==> config.mk <==
export PLATFORM = sky130hd
export DESIGN_NAME = branch_prediction_controller
export DESIGN_NICKNAME = d
export VERILOG_FILES = /design/src/rtl/lc3b_types.sv /design/src/rtl/branch_tracking_queue.sv /design/src/rtl/branch_prediction_controller.sv
export SDC_FILE = /design/constraint.sdc
export NUM_CORES = 1
export LEC_CHECK = 0
export ABC_AREA = 1
export CORE_ASPECT_RATIO = 1.25
export CORE_MARGIN = 3
export CORE_UTILIZATION = 39
export DETAILED_ROUTE_END_ITERATION = 8
export RECOVER_POWER = 100
export SLEW_MARGIN = 20
export SYNTH_ARGS = -nofsm -noshare
export SYNTH_HDL_FRONTEND = slang
export SYNTH_SLANG_ARGS = --single-unit
==> constraint.sdc <==
create_clock -name clk -period 4.4 [get_ports clk]
set_input_delay 0.66 -clock clk [delete_from_list [all_inputs] [get_ports clk]]
set_output_delay 0.66 -clock clk [all_outputs]
set_load 0.01 [all_outputs]
==> src/rtl/lc3b_types.sv <==
// Shared types for the LC-3b branch prediction path.
package lc3b_types;

  typedef logic [15:0] lc3b_word;

  typedef struct packed {
    lc3b_word pc;
    logic     pred;
  } lc3b_bq_entry;

  typedef enum logic {
    BPC_TRACK   = 1'b0,
    BPC_RECOVER = 1'b1
  } bpc_state_t;

  function automatic logic [15:0] sat_inc16(input logic [15:0] v);
    return (v == 16'hFFFF) ? v : v + 16'd1;
  endfunction

endpackage

==> src/rtl/branch_tracking_queue.sv <==
// In-order circular queue of in-flight branches {pc, pred}.
// Latency: head visible combinationally; push/pop/clear take effect on the next edge.
// Backpressure: push ignored when full, pop ignored when empty, clear overrides both.
module branch_tracking_queue
  import lc3b_types::*;
#(
  parameter int DEPTH = 4
) (
  input  logic                     clk,
  input  logic                     rst,
  input  logic                     push,
  input  lc3b_bq_entry             push_dat,
  input  logic                     pop,
  input  logic                     clear,
  output lc3b_bq_entry             head_dat,
  output logic                     full,
  output logic                     empty,
  output logic [$clog2(DEPTH):0]   count
);

  localparam int AW = $clog2(DEPTH);

  lc3b_bq_entry  mem [DEPTH];
  logic [AW-1:0] head;
  logic [AW-1:0] tail;
  logic          do_push;
  logic          do_pop;

  assign full     = (count == (AW+1)'(DEPTH));
  assign empty    = (count == '0);
  assign do_push  = push && !full;
  assign do_pop   = pop && !empty;
  assign head_dat = mem[head];

  always_ff @(posedge clk or posedge rst) begin
    if (rst) begin
      head  <= '0;
      tail  <= '0;
      count <= '0;
    end else if (clear) begin
      head  <= '0;
      tail  <= '0;
      count <= '0;
    end else begin
      if (do_push) tail <= tail + 1'b1;
      if (do_pop)  head <= head + 1'b1;
      case ({do_push, do_pop})
        2'b10:   count <= count + 1'b1;
        2'b01:   count <= count - 1'b1;
        default: count <= count;
      endcase
    end
  end

  // Storage needs no reset: entries are only read while the queue is non-empty.
  always_ff @(posedge clk) begin
    if (do_push && !clear) mem[tail] <= push_dat;
  end

endmodule

==> src/rtl/branch_prediction_controller.sv <==
// Tracks branches fetch->writeback and issues predictor update/mispredict strobes.
// Latency: lookup_pc/fetch_stall combinational; resolve to strobes is 1 cycle.
// Backpressure: fetch_stall while the queue is full or during post-mispredict recovery.
module branch_prediction_controller
  import lc3b_types::*;
#(
  parameter int DEPTH          = 4,
  parameter int RECOVER_CYCLES = 2
) (
  input  logic        clk,
  input  logic        rst,
  input  logic        fetch_is_branch,
  input  lc3b_word    fetch_pc,
  input  logic        predict_taken,
  output lc3b_word    lookup_pc,
  output logic        fetch_stall,
  input  logic        wb_branch_valid,
  input  logic        wb_take_jump,
  output logic        update_branch_history,
  output lc3b_word    resolved_pc,
  output logic        resolved_taken,
  output logic        mispredict,
  output logic        protocol_error,
  output logic [15:0] branch_count,
  output logic [15:0] mispredict_count
);

  localparam int CW = $clog2(DEPTH) + 1;
  localparam int RW = $clog2(RECOVER_CYCLES) + 1;

  bpc_state_t    state;
  logic [RW-1:0] rec_cnt;

  lc3b_bq_entry  push_dat;
  lc3b_bq_entry  head_dat;
  logic          q_full;
  logic          q_empty;
  logic [CW-1:0] q_count;

  logic push_ok;
  logic pop_ok;
  logic mis_now;

  assign lookup_pc   = fetch_pc;
  assign fetch_stall = q_full || (state == BPC_RECOVER);
  assign push_ok     = fetch_is_branch && !fetch_stall;
  assign pop_ok      = wb_branch_valid && (q_count != '0);
  assign mis_now     = pop_ok && (wb_take_jump != head_dat.pred);
  assign push_dat    = '{pc: fetch_pc, pred: predict_taken};

  // A mispredict flushes everything younger, including a same-cycle push.
  branch_tracking_queue #(
    .DEPTH(DEPTH)
  ) u_queue (
    .clk      (clk),
    .rst      (rst),
    .push     (push_ok && !mis_now),
    .push_dat (push_dat),
    .pop      (pop_ok),
    .clear    (mis_now),
    .head_dat (head_dat),
    .full     (q_full),
    .empty    (q_empty),
    .count    (q_count)
  );

  always_ff @(posedge clk or posedge rst) begin
    if (rst) begin
      state                 <= BPC_TRACK;
      rec_cnt               <= '0;
      update_branch_history <= 1'b0;
      resolved_pc           <= '0;
      resolved_taken        <= 1'b0;
      mispredict            <= 1'b0;
      protocol_error        <= 1'b0;
      branch_count          <= '0;
      mispredict_count      <= '0;
    end else begin
      update_branch_history <= pop_ok;
      mispredict            <= mis_now;
      if (pop_ok) begin
        resolved_pc    <= head_dat.pc;
        resolved_taken <= wb_take_jump;
        branch_count   <= sat_inc16(branch_count);
      end
      if (mis_now) mispredict_count <= sat_inc16(mispredict_count);
      if (wb_branch_valid && q_empty) protocol_error <= 1'b1;

      case (state)
        BPC_TRACK: begin
          if (mis_now) begin
            state   <= BPC_RECOVER;
            rec_cnt <= RW'(RECOVER_CYCLES - 1);
          end
        end
        BPC_RECOVER: begin
          if (rec_cnt == '0) state <= BPC_TRACK;
          else               rec_cnt <= rec_cnt - 1'b1;
        end
        default: state <= BPC_TRACK;
      endcase
    end
  end

endmodule

==> impl_metrics.yaml <==
floorplan:
  start_util_pct: 40.1
  core.rowCount: 49
  core_area_um2: 14500
  fp.dieH_um: 142
  dieArea_um2: 16400
  num_io_pins: 91
  die_w_um: 115
drt:
  drt_first_pass_iters: 4
  drtIter0Drc: 305
  drc: 0
  wl_per_cell_um: 15.1
  route.met2.wl_um: 6390
  wl_met3_um: 571
  top_layer: "met4"
  wl_met1_um: 5380
  drt-total-wl_um: 12600
  viasPerCell: 4.91
  ant_nets: 0
  vias: 4081
worst_setup_path:
  path_buf_inv: 5
  critical_path_arrival_ns: 3.78
  crit_slowest_cell: "clkbuf_1"
  path_cells: "dlygate4sd3_1 -> inv_1 -> a21oi_4 -> clkbuf_1 -> inv_2 -> a21oi_4 -> fa_1 -> xnor2_1 -> inv_1 -> nor2_1 -> nor2_1 -> nand2_1 -> nand2_1"
  startpoint: "wb_branch_valid"
  cp_slowest_stage_delay_ns: 1.29
  cp_max_fo: 38
  startpoint_type: "input pin"
  critPathTopFamily: "buffers and inverters"
  cp.required_ns: 4.71
  r2r_start: "u_queue.head[1]"
  endpoint_kind: "flop"
  critPathKind: "in -> reg"
placed_design:
  routabilityCongestion: 0.790
  dp_slack_ns: 1.41
  dpl_cell_area_um2: 6730
  port_buffers: 90
  place_inst: 800
  hpwlAfterDp_um: 8540
clock_tree:
  clockRootBuffer: "clkbuf_16"
  cts_hold_buf: 0
  cts-resized-gates: 0
  clk_pin_slew_ns: 0.06
  clock_path_buffers: 2
  htreeDepth: 4
  clock_latency_ns: 0.42
  cts_setup_buffers: 0
  cts_tree: "done"
  cts_buffers: 17
  clock-sinks: 130
worst_hold_path:
  min_from: "protocol_error"
  hold_path_class: "reg -> reg"
timing:
  setup_viol: 0
  fin_crit_sh_pct: 78.9
  slew_violations: 88
  worst_slack_ns: 0.928
  fmax_mhz: 288
  rsz0062_at_grt: "false"
  fin_hold_ws_ns: 0.477
  hold_violations: 0
  slew_headroom_pct: -51.3
  tightest_slew_ns: 2.26
  skew_ns: 0.00885
  fin_crit_ns: 3.47
  fin_tns_setup_ns: 0
finish:
  instances_no_fill: 832
  regArea_um2: 3590
  layout-drive-gt1-share_pct: 9.17
  mostFrequentLayoutCells: "103 x nor2_1, 88 x dlygate4sd3_1, 86 x nand2_1, 68 x edfxtp_1, 62 x dfrtp_1"
  final_common_cell: "nor2_1"
  multi_input_area_um2: 1770
  diodes: 0
  n_fill_cell: 1341
  area_delta_synth_final_pct: 25.8
  finalNetCount: 671
  final_area_um2: 7300
grt:
  grt_overflow: 0
  grt_pass1_vias: 4114
  grt_pass1_wl_um: 20900
  antenna_found_initial: 0
  grt_start_max_net_pins: 49
  grtUsageTotal_pct: 16.3
synthesis:
  synth_top_area_share_pct: 35.2
  ys_warn_count: 0
  synth.area.top_cells: "edfxtp_1 35%, dfrtp_1 27%, nor2_1 6.9%"
  synth_area_leader_cell: "edfxtp_1"
  synth-seq-area-share_pct: 61.9
  synth_area_um2: 5810
  syn_nets: 593
  syn_inst: 563
  ys_types: 35
  syn_area_per_cell_um2: 10.3
  ys_seq_elements: 130
power_and_ir_drop:
  p_leak_nw: 2.98
  powerDensity_nw_per_um2: 623
  max-vdd-ir-drop_v: 0.000348
run_status:
  violations: "capacitance limit, slew limit"
  outcome: "complete, but fails checks"
run:
  cap_violations: 2
state kept, by name, indices dropped and copies added, names as in the netlist:
signal,cells
u_queue.tail,2
protocol_error,1
u_queue.count,3
update_branch_history,1
branch_count,16
rec_cnt,2
u_queue.mem,68
resolved_taken,1
u_queue.head,2
mispredict_count,16
resolved_pc,16
state,1
mispredict,1
logic make-up after synthesis:
| kind of cell | count (synthesis) | synth area share, % |
|---|---|---|
| AO/OA/AOI/OAI | 73 | 7.18 |
| AND/OR/NAND/NOR | 241 | 17.5 |
| flip-flops | 130 | 61.9 |
| buffers and inverters | 83 | 7.37 |
| XOR/XNOR | 28 | 4.22 |
| adder cells (fa/ha/maj) | 8 | 1.85 |
worst reg2reg max path: cells and delay by family, from the launching register on:
family / cells / cell delay, ns
flops: 1 / 0.73
simple gates: 5 / 1.65
buf+inv: 1 / 0.48
synth_stat cells:
library cell / count
inv_4: 1
clkinv_2: 1
o22ai_1: 1
o21ai_1: 5
nand2_4: 1
nand2_2: 2
buf_6: 6
clkbuf_1: 8
xor2_1: 16
nand3_1: 25
buf_2: 3
or2_2: 2
nor3_1: 7
inv_2: 9
o21ai_0: 45
nand4_1: 3
nor2_1: 107
a31o_2: 1
nor2_2: 3
nand3_4: 1
edfxtp_1: 68
dfrtp_1: 62
nand3_2: 2
a31oi_1: 16
buf_4: 17
xnor2_1: 12
nor3_2: 1
fa_1: 1
o21ai_2: 3
a21oi_4: 1
a21oi_2: 1
nor4_1: 2
inv_1: 38
nand2_1: 85
ha_1: 7
metal layers:
layer	up-vias	track usage, %
met4	0	6.30
li1	1999	-
met2	108	27.0
met3	19	4.13
met5	-	0
met1	1955	20.4
metrics by stage:
step | utilization (%) | power, mW
finish | 50.5 | 4.55
detailed placement | 46.5 | 3.26
floorplan | - | 2.68
global placement | 46.5 | 3.22
CTS | 50.7 | 4.72
global route | 50.5 | 4.87
power breakdown:
part | switching, mW | internal, mW
logic | 0.804 | 0.526
clock network | 0.520 | 0.920
registers | 0.205 | 1.58
total | 1.53 | 3.02
path summary, 6_finish.rpt:
check	end	cells after the start	slack, ns
setup / recovery	u_queue.count[2]	13	0.93
hold / removal	protocol_error	1	0.48
setup reg to reg	u_queue.mem[3][4]	6	1.16
hold reg to reg	protocol_error	1	0.48
max in group asynchronous	rec_cnt[0]	3	1.56
min in group asynchronous	mispredict_count[9]	2	1.30
layout make-up:
| cell class | instances | area share, % |
|---|---|---|
| inverter | 49 | 2.59 |
| clock buffer | 19 | 6.20 |
| sequential | 130 | 49.2 |
| tap | 178 | 3.05 |
| timing repair buffer | 93 | 12.5 |
| clock inverter | 13 | 2.16 |
| multi-input combinational | 350 | 24.2 |
Note: power is estimated with default switching activity, not from simulation.
